`src/rtl/conv_window_gen_if.sv`:
```
// Pixel-stream input and 3x3 window output bundle for conv_window_gen.
// The slave side is the window generator; the master side is the producer/consumer.
interface conv_window_gen_if #(
    parameter int IMG_WIDTH  = 64,
    parameter int IMG_HEIGHT = 64
) ();
    logic [7:0]                      pixel_in;
    logic                            pixel_valid;
    logic                            pixel_ready;
    logic [7:0]                      pixel_1, pixel_2, pixel_3;
    logic [7:0]                      pixel_4, pixel_5, pixel_6;
    logic [7:0]                      pixel_7, pixel_8, pixel_9;
    logic                            win_valid;
    logic                            win_ack;
    logic [$clog2(IMG_HEIGHT)-1:0]   win_row;
    logic [$clog2(IMG_WIDTH)-1:0]    win_col;
    logic                            frame_done;

    modport slave (
        input  pixel_in, pixel_valid, win_ack,
        output pixel_ready, pixel_1, pixel_2, pixel_3, pixel_4, pixel_5,
               pixel_6, pixel_7, pixel_8, pixel_9, win_valid, win_row,
               win_col, frame_done
    );

    modport master (
        output pixel_in, pixel_valid, win_ack,
        input  pixel_ready, pixel_1, pixel_2, pixel_3, pixel_4, pixel_5,
               pixel_6, pixel_7, pixel_8, pixel_9, win_valid, win_row,
               win_col, frame_done
    );
endinterface

```
`src/rtl/conv_window_gen.sv`:
```
// Streaming 3x3 window generator: two line buffers plus a shifting 3x3 register,
// each interior window held until the consumer acks it.
module conv_window_gen #(
    parameter int IMG_WIDTH  = 64,
    parameter int IMG_HEIGHT = 64
) (
    input  logic             clk,
    input  logic             reset,
    conv_window_gen_if.slave bus
);
    localparam int COL_W = $clog2(IMG_WIDTH);
    localparam int ROW_W = $clog2(IMG_HEIGHT);

    localparam logic [0:0] ST_ACCEPT = 1'b0;
    localparam logic [0:0] ST_HOLD   = 1'b1;

    logic [0:0]       state_q, state_d;
    logic [COL_W-1:0] col_q, col_d;
    logic [ROW_W-1:0] row_q, row_d;
    logic [7:0]       win_q [3][3];
    logic [7:0]       win_d [3][3];
    logic [ROW_W-1:0] wrow_q, wrow_d;
    logic [COL_W-1:0] wcol_q, wcol_d;
    logic             done_q, done_d;

    logic [7:0] lb_top [IMG_WIDTH];
    logic [7:0] lb_mid [IMG_WIDTH];

    logic xfer, last_col, last_row, win_pos, last_win;

    assign xfer     = bus.pixel_valid && bus.pixel_ready;
    assign last_col = (col_q == COL_W'(IMG_WIDTH - 1));
    assign last_row = (row_q == ROW_W'(IMG_HEIGHT - 1));
    assign win_pos  = (row_q >= ROW_W'(2)) && (col_q >= COL_W'(2));
    assign last_win = (wrow_q == ROW_W'(IMG_HEIGHT - 2)) && (wcol_q == COL_W'(IMG_WIDTH - 2));

    always_comb begin
        state_d = state_q;
        col_d   = col_q;
        row_d   = row_q;
        win_d   = win_q;
        wrow_d  = wrow_q;
        wcol_d  = wcol_q;
        done_d  = 1'b0;
        case (state_q)
            ST_ACCEPT: begin
                if (xfer) begin
                    for (int unsigned r = 0; r < 3; r++) begin
                        win_d[r][0] = win_q[r][1];
                        win_d[r][1] = win_q[r][2];
                    end
                    // Right column uses buffer contents before this pixel's write.
                    win_d[0][2] = lb_top[col_q];
                    win_d[1][2] = lb_mid[col_q];
                    win_d[2][2] = bus.pixel_in;
                    if (last_col) begin
                        col_d = '0;
                        row_d = last_row ? '0 : row_q + ROW_W'(1);
                    end else begin
                        col_d = col_q + COL_W'(1);
                    end
                    if (win_pos) begin
                        state_d = ST_HOLD;
                        wrow_d  = row_q - ROW_W'(1);
                        wcol_d  = col_q - COL_W'(1);
                    end
                end
            end
            ST_HOLD: begin
                if (bus.win_ack) begin
                    state_d = ST_ACCEPT;
                    done_d  = last_win;
                end
            end
            default: state_d = ST_ACCEPT;
        endcase
    end

    always_ff @(posedge clk) begin
        if (reset) begin
            state_q <= ST_ACCEPT;
            col_q   <= '0;
            row_q   <= '0;
            win_q   <= '{default: '0};
            wrow_q  <= '0;
            wcol_q  <= '0;
            done_q  <= 1'b0;
        end else begin
            state_q <= state_d;
            col_q   <= col_d;
            row_q   <= row_d;
            win_q   <= win_d;
            wrow_q  <= wrow_d;
            wcol_q  <= wcol_d;
            done_q  <= done_d;
        end
    end

    // Line buffers are never cleared; row gating keeps stale entries unobservable.
    always_ff @(posedge clk) begin
        if (xfer) begin
            lb_top[col_q] <= lb_mid[col_q];
            lb_mid[col_q] <= bus.pixel_in;
        end
    end

    assign bus.pixel_ready = !reset && (state_q == ST_ACCEPT);
    assign bus.win_valid   = (state_q == ST_HOLD);
    assign bus.frame_done  = done_q;
    assign bus.win_row     = wrow_q;
    assign bus.win_col     = wcol_q;
    assign bus.pixel_1     = win_q[0][0];
    assign bus.pixel_2     = win_q[0][1];
    assign bus.pixel_3     = win_q[0][2];
    assign bus.pixel_4     = win_q[1][0];
    assign bus.pixel_5     = win_q[1][1];
    assign bus.pixel_6     = win_q[1][2];
    assign bus.pixel_7     = win_q[2][0];
    assign bus.pixel_8     = win_q[2][1];
    assign bus.pixel_9     = win_q[2][2];
endmodule

```
`src/flat_wrapper.sv`:
```
// flat-port wrapper written by rule: the top's interface ports become plain ports
module conv_window_gen_flat 
#(
    parameter int IMG_WIDTH  = 64,
    parameter int IMG_HEIGHT = 64
)
  (clk, reset, bus_pixel_in, bus_pixel_valid, bus_win_ack, bus_pixel_ready, bus_pixel_1, bus_pixel_2, bus_pixel_3, bus_pixel_4, bus_pixel_5, bus_pixel_6, bus_pixel_7, bus_pixel_8, bus_pixel_9, bus_win_valid, bus_win_row, bus_win_col, bus_frame_done);
  conv_window_gen_if #(.IMG_WIDTH(IMG_WIDTH), .IMG_HEIGHT(IMG_HEIGHT)) bus_i ();
  input  logic clk;
  input  logic reset;
  input wire logic [$bits(bus_i.pixel_in)-1:0] bus_pixel_in;
  input wire logic [$bits(bus_i.pixel_valid)-1:0] bus_pixel_valid;
  input wire logic [$bits(bus_i.win_ack)-1:0] bus_win_ack;
  output wire logic [$bits(bus_i.pixel_ready)-1:0] bus_pixel_ready;
  output wire logic [$bits(bus_i.pixel_1)-1:0] bus_pixel_1;
  output wire logic [$bits(bus_i.pixel_2)-1:0] bus_pixel_2;
  output wire logic [$bits(bus_i.pixel_3)-1:0] bus_pixel_3;
  output wire logic [$bits(bus_i.pixel_4)-1:0] bus_pixel_4;
  output wire logic [$bits(bus_i.pixel_5)-1:0] bus_pixel_5;
  output wire logic [$bits(bus_i.pixel_6)-1:0] bus_pixel_6;
  output wire logic [$bits(bus_i.pixel_7)-1:0] bus_pixel_7;
  output wire logic [$bits(bus_i.pixel_8)-1:0] bus_pixel_8;
  output wire logic [$bits(bus_i.pixel_9)-1:0] bus_pixel_9;
  output wire logic [$bits(bus_i.win_valid)-1:0] bus_win_valid;
  output wire logic [$bits(bus_i.win_row)-1:0] bus_win_row;
  output wire logic [$bits(bus_i.win_col)-1:0] bus_win_col;
  output wire logic [$bits(bus_i.frame_done)-1:0] bus_frame_done;
  assign bus_i.pixel_in = bus_pixel_in;
  assign bus_i.pixel_valid = bus_pixel_valid;
  assign bus_i.win_ack = bus_win_ack;
  assign bus_pixel_ready = bus_i.pixel_ready;
  assign bus_pixel_1 = bus_i.pixel_1;
  assign bus_pixel_2 = bus_i.pixel_2;
  assign bus_pixel_3 = bus_i.pixel_3;
  assign bus_pixel_4 = bus_i.pixel_4;
  assign bus_pixel_5 = bus_i.pixel_5;
  assign bus_pixel_6 = bus_i.pixel_6;
  assign bus_pixel_7 = bus_i.pixel_7;
  assign bus_pixel_8 = bus_i.pixel_8;
  assign bus_pixel_9 = bus_i.pixel_9;
  assign bus_win_valid = bus_i.win_valid;
  assign bus_win_row = bus_i.win_row;
  assign bus_win_col = bus_i.win_col;
  assign bus_frame_done = bus_i.frame_done;
  conv_window_gen #(.IMG_WIDTH(IMG_WIDTH), .IMG_HEIGHT(IMG_HEIGHT)) u_core (.clk(clk), .reset(reset), .bus(bus_i));
endmodule
```
`config.mk`:
```
export PLATFORM = sky130hd
export DESIGN_NAME = conv_window_gen_flat
export DESIGN_NICKNAME = d
export VERILOG_FILES = /design/src/rtl/conv_window_gen_if.sv /design/src/rtl/conv_window_gen.sv /design/src/flat_wrapper.sv
export SDC_FILE = /design/constraint.sdc
export NUM_CORES = 1
export LEC_CHECK = 0
export BUFFER_PORTS_ARGS = -buffer_cell sky130_fd_sc_hd__buf_2
export CORE_UTILIZATION = 60
export DETAILED_ROUTE_END_ITERATION = 8
export HOLD_SLACK_MARGIN = 0.03
export PLACE_DENSITY = 0.88
export SKIP_CTS_REPAIR_TIMING = 1
export SLEW_MARGIN = 30
export SYNTH_ARGS = -nofsm -noshare
export SYNTH_HDL_FRONTEND = slang
export SYNTH_SLANG_ARGS = --single-unit
```
`constraint.sdc`:
```
create_clock -name clk -period 3.98 [get_ports clk]
set_input_delay 0.796 -clock clk [delete_from_list [all_inputs] [get_ports clk]]
set_output_delay 0.796 -clock clk [all_outputs]
set_load 0.1 [all_outputs]
```
==> results.md <==
- Hpwl dp: 69700 um
- Hold/Removal Path Class: in -> reg
- VDD IR-drop max: 400 uV
- DRT antenna net count: 0
- Required @ worst endpoint: 4.33 ns
- # IOs: 99
- Layout net count: 2570
- Row count: 98
- Register area share after synthesis: 0.757
- Gr ovfl total: 0
- Area delta synth->final: 13.9%
- Worst-Skew Late Latency: 0.71 ns
- Post-synth EDFFs: 1024
- First drt pass iteration count: 6
- CTS tree: yes
- Wire per inst: 33.4 um
- Final hold violations: 0
- Final setup TNS: 0 ns
- Worst path bufs/invs: 4
- Vias in the first global route: 25400
- Most used cell, CP: buf_4
- Critical setup path kind: reg -> reg
- Largest net degree at the start of global routing: 74
- Synth Instances: 2317
- Syn Std Cell Area: 43400 um^2
- CTS Buffer Depth: 3
- Final setup viols: 0
- Cell Pwr Density: 510 nW/um^2
- Relative slew margins: 0.311
- Core box area: 71500 um^2
- Final setup skew: 0.0334 ns
- Die H: 271 um
- Fmax: 274 MHz
- H-tree Lvls: 3
- Vias per cell: 7.13
- Ratio of cells with drive above 1 in the final layout: 0.253
- First-pass GRT wire length: approximately 170000 um
- CTS clk-pin slew, worst paths: 0.06 ns
- Period utilisation layout: 0.915
- Cell family with most CP delay: buffers and inverters
- Library cells used by synthesis: 59
- CP max-delay cell: dfxtp_4
- CP max stage delay: 0.64 ns
- Final WL: 120000 um
- Clock sinks: roughly 1100
- Gr usage total: 0.329
- Status: finished, final reports clean
- Die W: approximately 270 um
- Critical Path Fanout Max: 64
- Die area: 73400 um^2
- Residual DRC count: 0
- Critical path endpoint category: flop
- Vias: between 20000 and 30000
- RSZ-0062 raised after global routing: no
- Initial antenna violation count: 6
- Synthesized flop and latch total: 1128
- Drt initial violations: 4260
- Slew @ Worst Pin: 1.03 ns
- Pins over their slew limit: 0
- Syn nets: 2335
- Power, Total: 25.2 mW
- Post-synth top flop: edfxtp_1
- Root buffer cell: clkbuf_16
- CTS Buf Count: 107
- P_leak: 15.8 nW
- Post-layout min period: 3.64 ns
- Max Cap Viol: 0
- YS warnings: 0
- Cell Count, Final, Fillers Out: 3595
- IO Port Bufs: 98
- RD Place Congestion: between 0.9 and 1
- WP data arrival: 3.99 ns
- FFs w/ async S/R, synth: 0
- Starting density of the core: 0.607
- Crit-path cells: buf_4 -> buf_4 -> mux4_2 -> mux2i_1 -> o221ai_1 -> nand2_1 -> a21boi_1 -> clkinv_1 -> buf_4
- Syn Area/Cell: 18.7 um^2
- Cell count after placement: 3392
- CP startpoint kind: flop
[placed cells by master (no fill, tap or decap), drive strengths merged, types with 5 or more instances in the layout]
| cell type | count |
|---|---|
| edfxtp | 1024 |
| buf | 264 |
| mux4 | 198 |
| nand2 | 166 |
| clkbuf | 144 |
| mux2i | 132 |
| nor2 | 112 |
| dfxtp | 104 |
| o21ai | 87 |
| a22oi | 45 |
| clkinv | 44 |
| a21oi | 37 |
| nand3 | 32 |
| o22ai | 26 |
| mux2 | 21 |
| nor3 | 21 |
| a211oi | 17 |
| a221oi | 15 |
| a31oi | 14 |
| nand4 | 14 |
| bufinv | 11 |
| inv | 11 |
| nor2b | 9 |
| xor2 | 8 |
| xnor2 | 8 |
| a22o | 7 |
| nor4 | 6 |
| ha | 6 |
| o221ai | 5 |
| a2111oi | 5 |
| o2111a | 5 |
[flip-flops by register name, indices dropped and copies added, names as in the netlist, named ones only]
name and flops:
u_core.lb_mid 512, u_core.lb_top 512, u_core.bus.pixel_1 8, u_core.bus.pixel_2 8, u_core.bus.pixel_3 8, u_core.bus.pixel_4 8, u_core.bus.pixel_5 8, u_core.bus.pixel_6 8
u_core.bus.pixel_7 8, u_core.bus.pixel_8 8, u_core.bus.pixel_9 8, u_core.bus.win_col 6, u_core.bus.win_row 6, u_core.col_q 6, u_core.row_q 6, u_core.bus.frame_done 1
u_core.bus.win_valid 1
[metrics by stage]
stage	util	instance area, um^2	worst slack [ns]	hold WS [ns]
final	0.691	49400	0.337	0.351
after global routing	0.691	49400	0.365	0.347
after CTS	0.691	49400	0.514	0.333
after detailed placement	0.641	45800	0.591	0.449
after global placement	0.640	45800	0.634	0.441
after floorplan	-	43400	0.246	0.505
[final timing paths]
path	from	endpoint	slack (ns)	cells past startpoint
max	flop	u_core.lb_top[2][5]$_DFFE_PP_	0.34	9
min	reset	u_core.bus.win_valid$_SDFF_PP0_	0.35	2
max reg2reg	flop	u_core.lb_top[2][5]$_DFFE_PP_	0.34	9
min reg2reg	u_core.bus.pixel_1[2]$_SDFFE_PP0N_	u_core.bus.pixel_1[2]$_SDFFE_PP0N_	0.46	2
[metal layers]
metal  routed length (um)  track usage  up-vias
met5                   57            0        -
met2                57000        0.527     2656
met1                38400        0.409    12500
met3                16900       0.0942      607
li1                     -            -     9805
met4                 7780        0.177        8
[worst reg2reg max path, cell delays in order (launching register included)]
cell,delay [ns]
dfxtp_4,0.64
buf_4,0.39
buf_4,0.31
mux4_2,0.38
mux2i_1,0.24
o221ai_1,0.20
nand2_1,0.21
a21boi_1,0.36
clkinv_1,0.19
buf_4,0.37
[synth_stat cells, types with 7 or more instances]
library cell,count,share of area
a211oi_1,17,0.0029
a21oi_1,37,0.0043
a221oi_1,14,0.0028
a22o_1,7,0.0014
a22oi_1,45,0.0078
a31oi_1,14,0.0020
buf_1,8,0.00069
buf_2,49,0.0057
buf_4,12,0.0021
buf_6,15,0.0039
clkbuf_1,52,0.0045
dfxtp_1,104,0.048
edfxtp_1,1024,0.71
inv_1,10,0.00087
mux2_2,21,0.0055
mux2i_1,132,0.030
mux4_2,198,0.10
nand2_1,166,0.014
nand3_1,32,0.0037
nand4_1,13,0.0019
nor2_1,112,0.0097
nor2b_1,9,0.0013
nor3_1,20,0.0023
o21ai_0,71,0.0082
o21ai_1,16,0.0018
o22ai_1,26,0.0037
xnor2_1,8,0.0016
xor2_1,8,0.0016
[logic make-up (layout without fill, tap and decap cells)]
family                   after synthesis  in the layout  share of synthesized area
buffers and inverters                150            476                     0.0184
AND/OR/NAND/NOR                      393            393                     0.0405
AO/OA/AOI/OAI                        273            273                     0.0406
XOR/XNOR                              16             16                    0.00323
adder cells (fa/ha/maj)                6              6                    0.00173
other                                  0              2                          0
multiplexers                         351            351                      0.139
flip-flops                          1128           1128                      0.757
[final cells by class]
class                   instances  area [um^2]
flip-flops and latches       1128        32800
fillers                      3882        22100
multi-input cells            1039         9810
clock buffers                 144         2930
repair buffers                264         1960
well taps                     950         1190
clock inverters                56          618
inverters                      12         45.0
diodes                          2         5.00
[report_power, final]
group	internal, mW	leakage (nW)	switching (mW)
combinational	0.437	4.00	1.20
sequential	13.1	10.1	0.0852
clock	5.90	1.74	4.42
total	19.5	15.8	5.70
Note: power is estimated with default switching activity, not from simulation.
